### src/rtl/disp_arbiter.sv
// disp_arbiter: multiplexes four 4-digit sources onto one scanned display.
// A frame is four digit steps; grant changes only on frame boundaries.
// Round-robin arbitration, with a minimum hold period before preemption.
// Optional blink support is enabled with `define DISP_ARBITER_BLINK_EN.
module disp_arbiter #(
  parameter int unsigned SCAN_DIV     = 100000,
  parameter int unsigned HOLD_FRAMES  = 256,
  parameter int unsigned BLINK_FRAMES = 64
) (
  input  logic        clk,
  input  logic        rst,
  input  logic [3:0]  req,
  input  logic [15:0] data0,
  input  logic [15:0] data1,
  input  logic [15:0] data2,
  input  logic [15:0] data3,
  input  logic [15:0] oth,
  input  logic [3:0]  blink,
  output logic [3:0]  an,
  output logic [3:0]  num,
  output logic        other,
  output logic [3:0]  grant,
  output logic        frame_tick
);

  localparam int unsigned CW = (SCAN_DIV > 1) ? $clog2(SCAN_DIV) : 1;
  localparam int unsigned HW = (HOLD_FRAMES > 1) ? $clog2(HOLD_FRAMES) : 1;
  localparam logic [CW-1:0] CNT_MAX   = CW'(SCAN_DIV - 1);
  localparam logic [HW-1:0] HOLD_LOAD = HW'(HOLD_FRAMES - 1);

  typedef enum logic [1:0] {
    IDLE = 2'd0,
    HOLD = 2'd1,
    OPEN = 2'd2
  } state_t;

  logic [CW-1:0] cnt;
  logic          scan_tick;
  logic [1:0]    pos;
  logic [1:0]    pos_nxt;

  state_t        state;
  state_t        state_nxt;
  logic [3:0]    grant_nxt;
  logic [1:0]    gidx;
  logic [1:0]    gidx_nxt;
  logic [1:0]    rr_ptr;
  logic [1:0]    rr_nxt;
  logic [HW-1:0] hold;
  logic [HW-1:0] hold_nxt;

  logic [2:0]    pick_all;
  logic [2:0]    pick_oth;
  logic [15:0]   dsel;
  logic          hidden;

  // First set bit of mask searching upward from start (mod 4); {found, index}.
  function automatic logic [2:0] rr_pick(input logic [3:0] mask, input logic [1:0] start);
    logic [2:0] res;
    logic [1:0] idx;
    res = 3'b000;
    for (int k = 0; k < 4; k++) begin
      idx = start + 2'(k);
      if (!res[2] && mask[idx]) res = {1'b1, idx};
    end
    return res;
  endfunction

  // Prescaler: one scan_tick every SCAN_DIV cycles.
  always_ff @(posedge clk or posedge rst) begin
    if (rst) begin
      cnt <= '0;
    end else if (scan_tick) begin
      cnt <= '0;
    end else begin
      cnt <= cnt + CW'(1);
    end
  end

  assign scan_tick  = (cnt == CNT_MAX);
  assign pos_nxt    = pos + 2'd1;
  assign frame_tick = scan_tick && (pos == 2'd3);

  // Digit position steps once per scan_tick.
  always_ff @(posedge clk or posedge rst) begin
    if (rst) begin
      pos <= 2'd0;
    end else if (scan_tick) begin
      pos <= pos_nxt;
    end
  end

  // Arbitration state register.
  always_ff @(posedge clk or posedge rst) begin
    if (rst) begin
      state  <= IDLE;
      grant  <= 4'b0000;
      gidx   <= 2'd0;
      rr_ptr <= 2'd3;
      hold   <= '0;
    end else begin
      state  <= state_nxt;
      grant  <= grant_nxt;
      gidx   <= gidx_nxt;
      rr_ptr <= rr_nxt;
      hold   <= hold_nxt;
    end
  end

  // Next-state: decisions only on frame_tick so a frame never mixes sources.
  always_comb begin
    state_nxt = state;
    grant_nxt = grant;
    gidx_nxt  = gidx;
    rr_nxt    = rr_ptr;
    hold_nxt  = hold;
    pick_all  = rr_pick(req, rr_ptr + 2'd1);
    pick_oth  = rr_pick(req & ~grant, gidx + 2'd1);
    if (frame_tick) begin
      case (state)
        IDLE: begin
          if (pick_all[2]) begin
            state_nxt = HOLD;
            grant_nxt = 4'b0001 << pick_all[1:0];
            gidx_nxt  = pick_all[1:0];
            rr_nxt    = pick_all[1:0];
            hold_nxt  = HOLD_LOAD;
          end
        end
        HOLD: begin
          if (!req[gidx]) begin
            if (pick_oth[2]) begin
              grant_nxt = 4'b0001 << pick_oth[1:0];
              gidx_nxt  = pick_oth[1:0];
              rr_nxt    = pick_oth[1:0];
              hold_nxt  = HOLD_LOAD;
            end else begin
              state_nxt = IDLE;
              grant_nxt = 4'b0000;
              hold_nxt  = '0;
            end
          end else if (hold == '0) begin
            state_nxt = OPEN;
          end else begin
            hold_nxt = hold - HW'(1);
          end
        end
        OPEN: begin
          if (pick_oth[2]) begin
            state_nxt = HOLD;
            grant_nxt = 4'b0001 << pick_oth[1:0];
            gidx_nxt  = pick_oth[1:0];
            rr_nxt    = pick_oth[1:0];
            hold_nxt  = HOLD_LOAD;
          end else if (!req[gidx]) begin
            state_nxt = IDLE;
            grant_nxt = 4'b0000;
            hold_nxt  = '0;
          end
        end
        default: begin
          state_nxt = IDLE;
          grant_nxt = 4'b0000;
          hold_nxt  = '0;
        end
      endcase
    end
  end

  // Digit codes of the source that owns the display after this edge.
  always_comb begin
    dsel = 16'h0000;
    case (gidx_nxt)
      2'd0:    dsel = data0;
      2'd1:    dsel = data1;
      2'd2:    dsel = data2;
      default: dsel = data3;
    endcase
  end

`ifdef DISP_ARBITER_BLINK_EN
  localparam int unsigned BW = (BLINK_FRAMES > 1) ? $clog2(BLINK_FRAMES) : 1;
  localparam logic [BW-1:0] BLINK_LAST = BW'(BLINK_FRAMES - 1);

  logic [BW-1:0] blink_cnt;
  logic          phase;
  logic          phase_nxt;

  assign phase_nxt = (frame_tick && (blink_cnt == BLINK_LAST)) ? ~phase : phase;
  assign hidden    = phase_nxt && blink[gidx_nxt];

  // Frame counter toggling the blink phase (0 = visible).
  always_ff @(posedge clk or posedge rst) begin
    if (rst) begin
      blink_cnt <= '0;
      phase     <= 1'b0;
    end else if (frame_tick) begin
      if (blink_cnt == BLINK_LAST) begin
        blink_cnt <= '0;
      end else begin
        blink_cnt <= blink_cnt + BW'(1);
      end
      phase <= phase_nxt;
    end
  end
`else
  localparam int unsigned unused_blink_frames = BLINK_FRAMES;
  logic unused_blink;
  assign unused_blink = ^blink;
  assign hidden       = 1'b0;
`endif

  // Display outputs, loaded for the new position on each scan_tick.
  always_ff @(posedge clk or posedge rst) begin
    if (rst) begin
      an    <= 4'b1111;
      num   <= 4'h0;
      other <= 1'b0;
    end else if (scan_tick) begin
      if (grant_nxt == 4'b0000) begin
        an    <= 4'b1111;
        num   <= 4'h0;
        other <= 1'b0;
      end else begin
        an    <= hidden ? 4'b1111 : ~(4'b0001 << pos_nxt);
        num   <= dsel[{pos_nxt, 2'b00} +: 4];
        other <= oth[{gidx_nxt, pos_nxt}];
      end
    end
  end

endmodule

### config.mk
export PLATFORM = sky130hd
export DESIGN_NAME = disp_arbiter
export DESIGN_NICKNAME = d
export VERILOG_FILES = /design/src/rtl/disp_arbiter.sv
export SDC_FILE = /design/constraint.sdc
export NUM_CORES = 1
export LEC_CHECK = 0
export ABC_AREA = 1
export CAP_MARGIN = 20
export CORE_MARGIN = 3
export CORE_UTILIZATION = 53
export DETAILED_ROUTE_END_ITERATION = 10
export PLACE_DENSITY = 0.85
export SYNTH_ARGS = -nofsm -noshare
export SYNTH_HDL_FRONTEND = slang
export SYNTH_SLANG_ARGS = --single-unit
### constraint.sdc
create_clock -name clk -period 4.3 [get_ports clk]
set_input_delay 0.86 -clock clk [delete_from_list [all_inputs] [get_ports clk]]
set_output_delay 0.86 -clock clk [all_outputs]
set_load 0.1 [all_outputs]
; Word-level counts from Yosys, hierarchy flattened
; Index checks and enable logic that the tools add are counted.
[totals]
latchBits = 0
wordCells = 134
mem_bits_ro = 0
mem_bits_rw = 0
output_inout_bits = 14
memories = 0
register_bits = 46
[op_classes]
magnitude_cmp = 10
multipliers = 0
muxes = 63
reduce_logical = 21
add_sub_neg = 11
bitwise_logic = 3
n_shift = 4
div = 0
eq_ne = 12
[op_table]
columns = cell, n
row1 = 2-to-1 mux 8 bit, 6
row2 = case mux 16 bit (3 select lines), 1
row3 = 2-to-1 mux 4 bit, 8
row4 = < comparator 2 x 3 -> 1 bit (second input constant), 9
row5 = 2-to-1 mux 2 bit, 13
row6 = 2-to-1 mux 3 bit, 8
row7 = case mux 8 bit (3 select lines), 1
row8 = binary-select mux 1 bit (select 2 bit), 9
row9 = case mux 2 bit (3 select lines), 3
row10 = adder 17 x 1 -> 17 bit (second input constant), 1
row11 = == test 17 bit (second input constant), 1
row12 = 2-to-1 mux 17 bit, 1
row13 = variable part select 16 x 5 -> 4 bit, 1
row14 = inequality test 3 bit (second input constant), 4
row15 = case mux 4 bit (3 select lines), 1
row16 = left shift 1 x 2 -> 4 bit (first input constant), 3
row17 = 2-to-1 mux 1 bit, 11
row18 = adder 2 x 1 -> 2 bit (second input constant), 5
row19 = adder 2 bit (second input constant), 4
row20 = zero test 8 bit, 1
row21 = NOT 4 bit, 2
row22 = AND reduction 4 bit, 2
row23 = subtractor 8 x 1 -> 8 bit (second input constant), 1
row24 = logical AND 1 bit, 7
row25 = 11 further kinds, 21

; Logic depth before layout (Yosys ltp)
[depth]
word_depth = 22
depth_mapped = 24
mapped_depth_nobuf = 23

; Worst setup path after synthesis
; No wires, ideal clock.
[synth_path]
path_kind = register -> register
from = register cnt[0]
to = register num[0]
setup_ps = 120
arrival_ps = 3000
path_slack_ps = 1181
path_stages_with_launch = 19
t_required_ps = 4180
n_path_buf = 1
cell_sequence = dfrtp_1 > ha_1 > nand2_1 > nor2_1 > inv_2 > nor2_2 > nand4_1 > nor2_2 > inv_1 > nor2_1 > nand2_1 > nand2_2 > buf_6 > nand2_4 > or2_1 > nand3_1 > nand3_1 > nand3_1 > nand2_1
[synth_between]
elab_chain_cells = 7
elab_cells_between_ends = 11
cone_classes = eq/ne: 3 / shift: 1 / mux: 4 / reduce/logical: 3
[synth_lines]
columns = item, line_no
row1 = "start, declared", 37  ; logic [CW-1:0] cnt;
row2 = "start signal, assigned", 76  ; cnt <= cnt + CW'(1);
row3 = == test 17 bit (*), 80  ; assign scan_tick = (cnt == CNT_MAX);
row4 = logical AND 1 bit (*), 82  ; assign frame_tick = scan_tick && (pos == 2'd3);
row5 = via frame_tick, 23  ; output logic frame_tick
row6 = 2-to-1 mux 2 bit, 119  ; if (frame_tick) begin
row7 = "== test 2 bit, or another cell as far along", 173  ; case (gidx_nxt)
row8 = case mux 16 bit (3 select lines), 173
row9 = variable part select 16 x 5 -> 4 bit, 226  ; num <= dsel[{pos_nxt, 2'b00} +: 4];
row10 = 2-to-1 mux 4 bit (*), 220  ; if (grant_nxt == 4'b0000) begin
row11 = "end signal, assigned", 226
row12 = "end, declared", 20  ; output logic [3:0] num,
; The timed path passes the listed nets; every way through them passes the cells marked *.
; A chain may end at the register's enable or synchronous reset.

; Worst setup path after layout
[layout_path]
from = input port req[3]
to = register num[2]
[layout_between]
elab_chain_cells = 21
elab_cells_between_ends = 60
cone_classes = eq/ne: 2 / shift: 3 / mux: 40 / bitwise: 1 / reduce/logical: 14
[layout_lines]
columns = item, line_no
row1 = "start, declared", 12  ; input logic [3:0] req,
row2 = AND 4 bit, 118  ; pick_oth = rr_pick(req & ~grant, gidx + 2'd1);
row3 = binary-select mux 1 bit (select 2 bit), 64  ; if (!res[2] && mask[idx]) res = {1'b1, idx};
row4 = 2-to-1 mux 1 bit (not written as such), 64
row5 = 2-to-1 mux 3 bit, 64
row6 = zero test 1 bit, 64
row7 = logical AND 1 bit, 64
row8 = 2-to-1 mux 3 bit, 64
row9 = zero test 1 bit, 64
row10 = [... 5 more ...], -
row11 = 2-to-1 mux 2 bit, "132, 149"
row12 = 2-to-1 mux 2 bit, 131  ; if (!req[gidx]) begin
row13 = case mux 2 bit (3 select lines), 120  ; case (state)
row14 = 2-to-1 mux 2 bit, 119
row15 = "== test 2 bit, or another cell as far along", 173
row16 = case mux 16 bit (3 select lines), 173
row17 = variable part select 16 x 5 -> 4 bit, 226
row18 = 2-to-1 mux 4 bit (*), 220
; Every way passes the cells marked *; elsewhere a longest branch is shown, timed or not. The select of a mux whose other input is x is not followed.

==> reports/results.ini <==
[clock_tree]
numCtsBuffers = 5
numClockSinks = 46
clock_tree.buffer_depth = 2
cts_tree = built
holdBufCountCts = 0
cts_resized = 0
cts.htree.levels = 2
cts_setup_buffers = 0
insertion_delay_ps = 310
ctsRootBufferMaster = sky130_fd_sc_hd__clkbuf_8
cts.clk_slew.worst_paths_ps = 100

[setup_path]
crit_family = simple AND/OR/NAND/NOR gates
data_arrival_critical_path_ps = 3620
critPathLaunchType = input port
path_cells = clkdlybuf4s50_1 > inv_1 > o22ai_1 > nor2_4 > inv_1 > nand2_2 > inv_1 > nand2_1 > nand4_4 > nand2_4 > nor2_2 > nand2_1 > nand2_1 > inv_1 > nand2_1 > nand3_1 > nand3_1 > nand2_1
slowest_stage_delay_on_critical_path_ps = 550
cpMaxStageDelayCell = sky130_fd_sc_hd__clkdlybuf4s50_1
critPathMostFrequentCell = sky130_fd_sc_hd__nand2_1
path_max_fanout = 34
timing.setup.critical_path_class = in2reg
worst_setup_path_end_kind = flip-flop
critical_path_buf_inv_count = 5
cp_data_required_time_ps = 4500

[global_routing]
global_route_wire_length_before_repair_um = 19600
gr_overflow_total = 0
grt_start_max_net_pins = 47
initial_antenna_violation_count = 0
grt_pass1_vias = 4366
track_usage = 0.268

[yosys]
mappedNetlistArea_um2 = 4140
syn-instance-count = 640
synth.most_common_cell = sky130_fd_sc_hd__nand2_1
seq_area_frac_synth = 0.280
ys_top_cells_by_count = sky130_fd_sc_hd__nand2_1 (148), sky130_fd_sc_hd__nand3_1 (100), sky130_fd_sc_hd__inv_1 (82), sky130_fd_sc_hd__nor2_1 (63), sky130_fd_sc_hd__dfrtp_1 (40)
synth_top_area_share = 0.242
yosys.area.top_type = sky130_fd_sc_hd__dfrtp_1
count_of_yosys_warnings_during_synthesis = 0
synth.ff_latch_count = 46
ys_types = 47
syn_avg_cell_area_um2 = 6.46
async_reset_ff_frac = 1.00
mappedNetlistNets = 742
synth_top_cells_by_area = sky130_fd_sc_hd__dfrtp_1 (24%), sky130_fd_sc_hd__nand2_1 (13%), sky130_fd_sc_hd__nand3_1 (12%)
number_of_enable_flip_flop_cells_after_synthesis = 0
postSynth.topFlopCell = sky130_fd_sc_hd__dfrtp_1

[sta]
skew_ps = 10.1
tightest_slew_ps = 1020
finalHoldViolCount = 0
max_slew_violation_count = 0
relSlewSlack = 0.319
min_period_ps = 3420
timing.setup.tns_ps = 0
final_setup_violating_endpoints = 0
rsz_0062_raised_after_global_routing = false
max_clock_freq_mhz = 293
post-route-period-util = 0.795

[power]
power.sequential.fraction = 0.500
ir_worst_vdd_uv = 107
cellLeakagePower_uw = 0.00248
power-per-cell-area_nw_per_um2 = 165
swShare = 0.261
switchingPower_uw = 226
clk_pwr_share = 0.326
cellInternalPower_uw = 639
comb_power_share = 0.174

[detailed_routing]
detailedRoute.firstIterationViolations = 315
drcViolationCount = 0
dr.pass1.iters = 5
finalWirelength_um = 11600
routed_via_density = 5.50
via_count = 4591
drt.antenna.violating_nets = 0
drt-wirelength-per-cell_um = 13.9

[hold_path]
hold_path.class = reg2reg

[floorplanning]
starting_density_of_the_core = 0.558
die_x_um = 94.3
core_area_um2 = 7410
design.die.area_um2 = 8900
floorplan.io_pins = 104
die_height_um = 94.3
rows = 31

[cells_and_area]
share_of_cells_above_drive_strength_1 = 0.0884
fin_nets = 836
flow.area_growth_from_synthesis_pct = 26.9
finalInstanceArea_um2 = 5250
diodes_inserted = 0

[placement]
buffer_ports.inserted = 99
hpwlAfterDp_um = 9260
gp_congestion = 0.915
cell_area_placed_um2 = 5150

[run_status]
outcome = finished clean

[run]
max_cap_viol_count = 0

==> sequential cells by signal, summed over array words and instances (netlist names) <==
signal / flops
pos: 2
other: 1
an: 4
num: 4
cnt: 17
rr_ptr: 2
state: 2
hold: 8
gidx: 2
grant: 4
==> logic make-up (layout without fill, tap and decap cells) <==
kind of cell / count (synthesis) / count (layout) / synth area share
xor+xnor: 6 / 6 / 0.0127
buf+inv: 114 / 209 / 0.122
mux: 2 / 2 / 0.00484
fa+ha+maj: 12 / 12 / 0.0363
flops: 46 / 46 / 0.280
simple gates: 374 / 374 / 0.424
compound gates: 86 / 86 / 0.121
==> power groups by stage <==
| stage | sequential (uW) | clock, uW | combinational [uW] |
|---|---|---|---|
| after global routing | 433 | 302 | 165 |
| after global placement | 441 | 0 | 148 |
| after CTS | 433 | 282 | 151 |
| final | 433 | 282 | 151 |
| after detailed placement | 441 | 0 | 150 |
| after floorplan | 441 | 0 | 55.8 |
==> worst paths after layout <==
path	startpoint	to	slack [ps]	depth (start not counted)
setup reg to reg	cnt[0]	num[1]	1090	20
hold reg to reg	cnt[0]	cnt[0]	480	1
min in group asynchronous	rst	cnt[1]	980	3
max in group asynchronous	rst	hold[7]	2910	3
setup / recovery	req[3]	num[2]	880	18
hold / removal	cnt[0]	cnt[0]	480	1
==> metrics by stage <==
| step | hold slack (ps) | util | cells | worst slack (ps) | power [uW] |
|---|---|---|---|---|---|
| after floorplan | 433 | - | 640 | 1180 | 497 |
| after global placement | 450 | 0.696 | 826 | 683 | 589 |
| after detailed placement | 462 | 0.696 | 826 | 587 | 591 |
| after CTS | 476 | 0.708 | 834 | 910 | 866 |
| after global routing | 520 | 0.708 | 834 | 513 | 900 |
| final | 479 | 0.708 | 834 | 882 | 866 |
==> cell usage in the layout, fill, tap and decap left out, drive strengths merged, types with 8 or more instances in the layout <==
| cell | n |
|---|---|
| a21oi | 18 |
| a22oi | 8 |
| clkdlybuf4s50 | 98 |
| dfrtp | 40 |
| ha | 12 |
| inv | 94 |
| nand2 | 163 |
| nand3 | 104 |
| nand4 | 14 |
| nor2 | 73 |
| nor3 | 8 |
| o21ai | 41 |
==> final cells by class <==
type / count / area [um^2]
clock buffer: 5 / 68.8
clock inverter: 3 / 25.0
fill: 628 / 2160
inverter: 97 / 372
multi-input combinational: 480 / 2470
sequential: 46 / 1160
tap: 99 / 124
timing repair buffer: 104 / 1030
==> layer usage <==
layer  share of wire  global-route usage  vias to the layer above
met2            0.49               0.462                      188
li1                -                   -                     2290
met1            0.42               0.346                     2089
met5               0                   0                        -
met4           0.020              0.0794                        0
met3           0.066              0.0438                       24
Note: power is estimated with default switching activity, not from simulation.
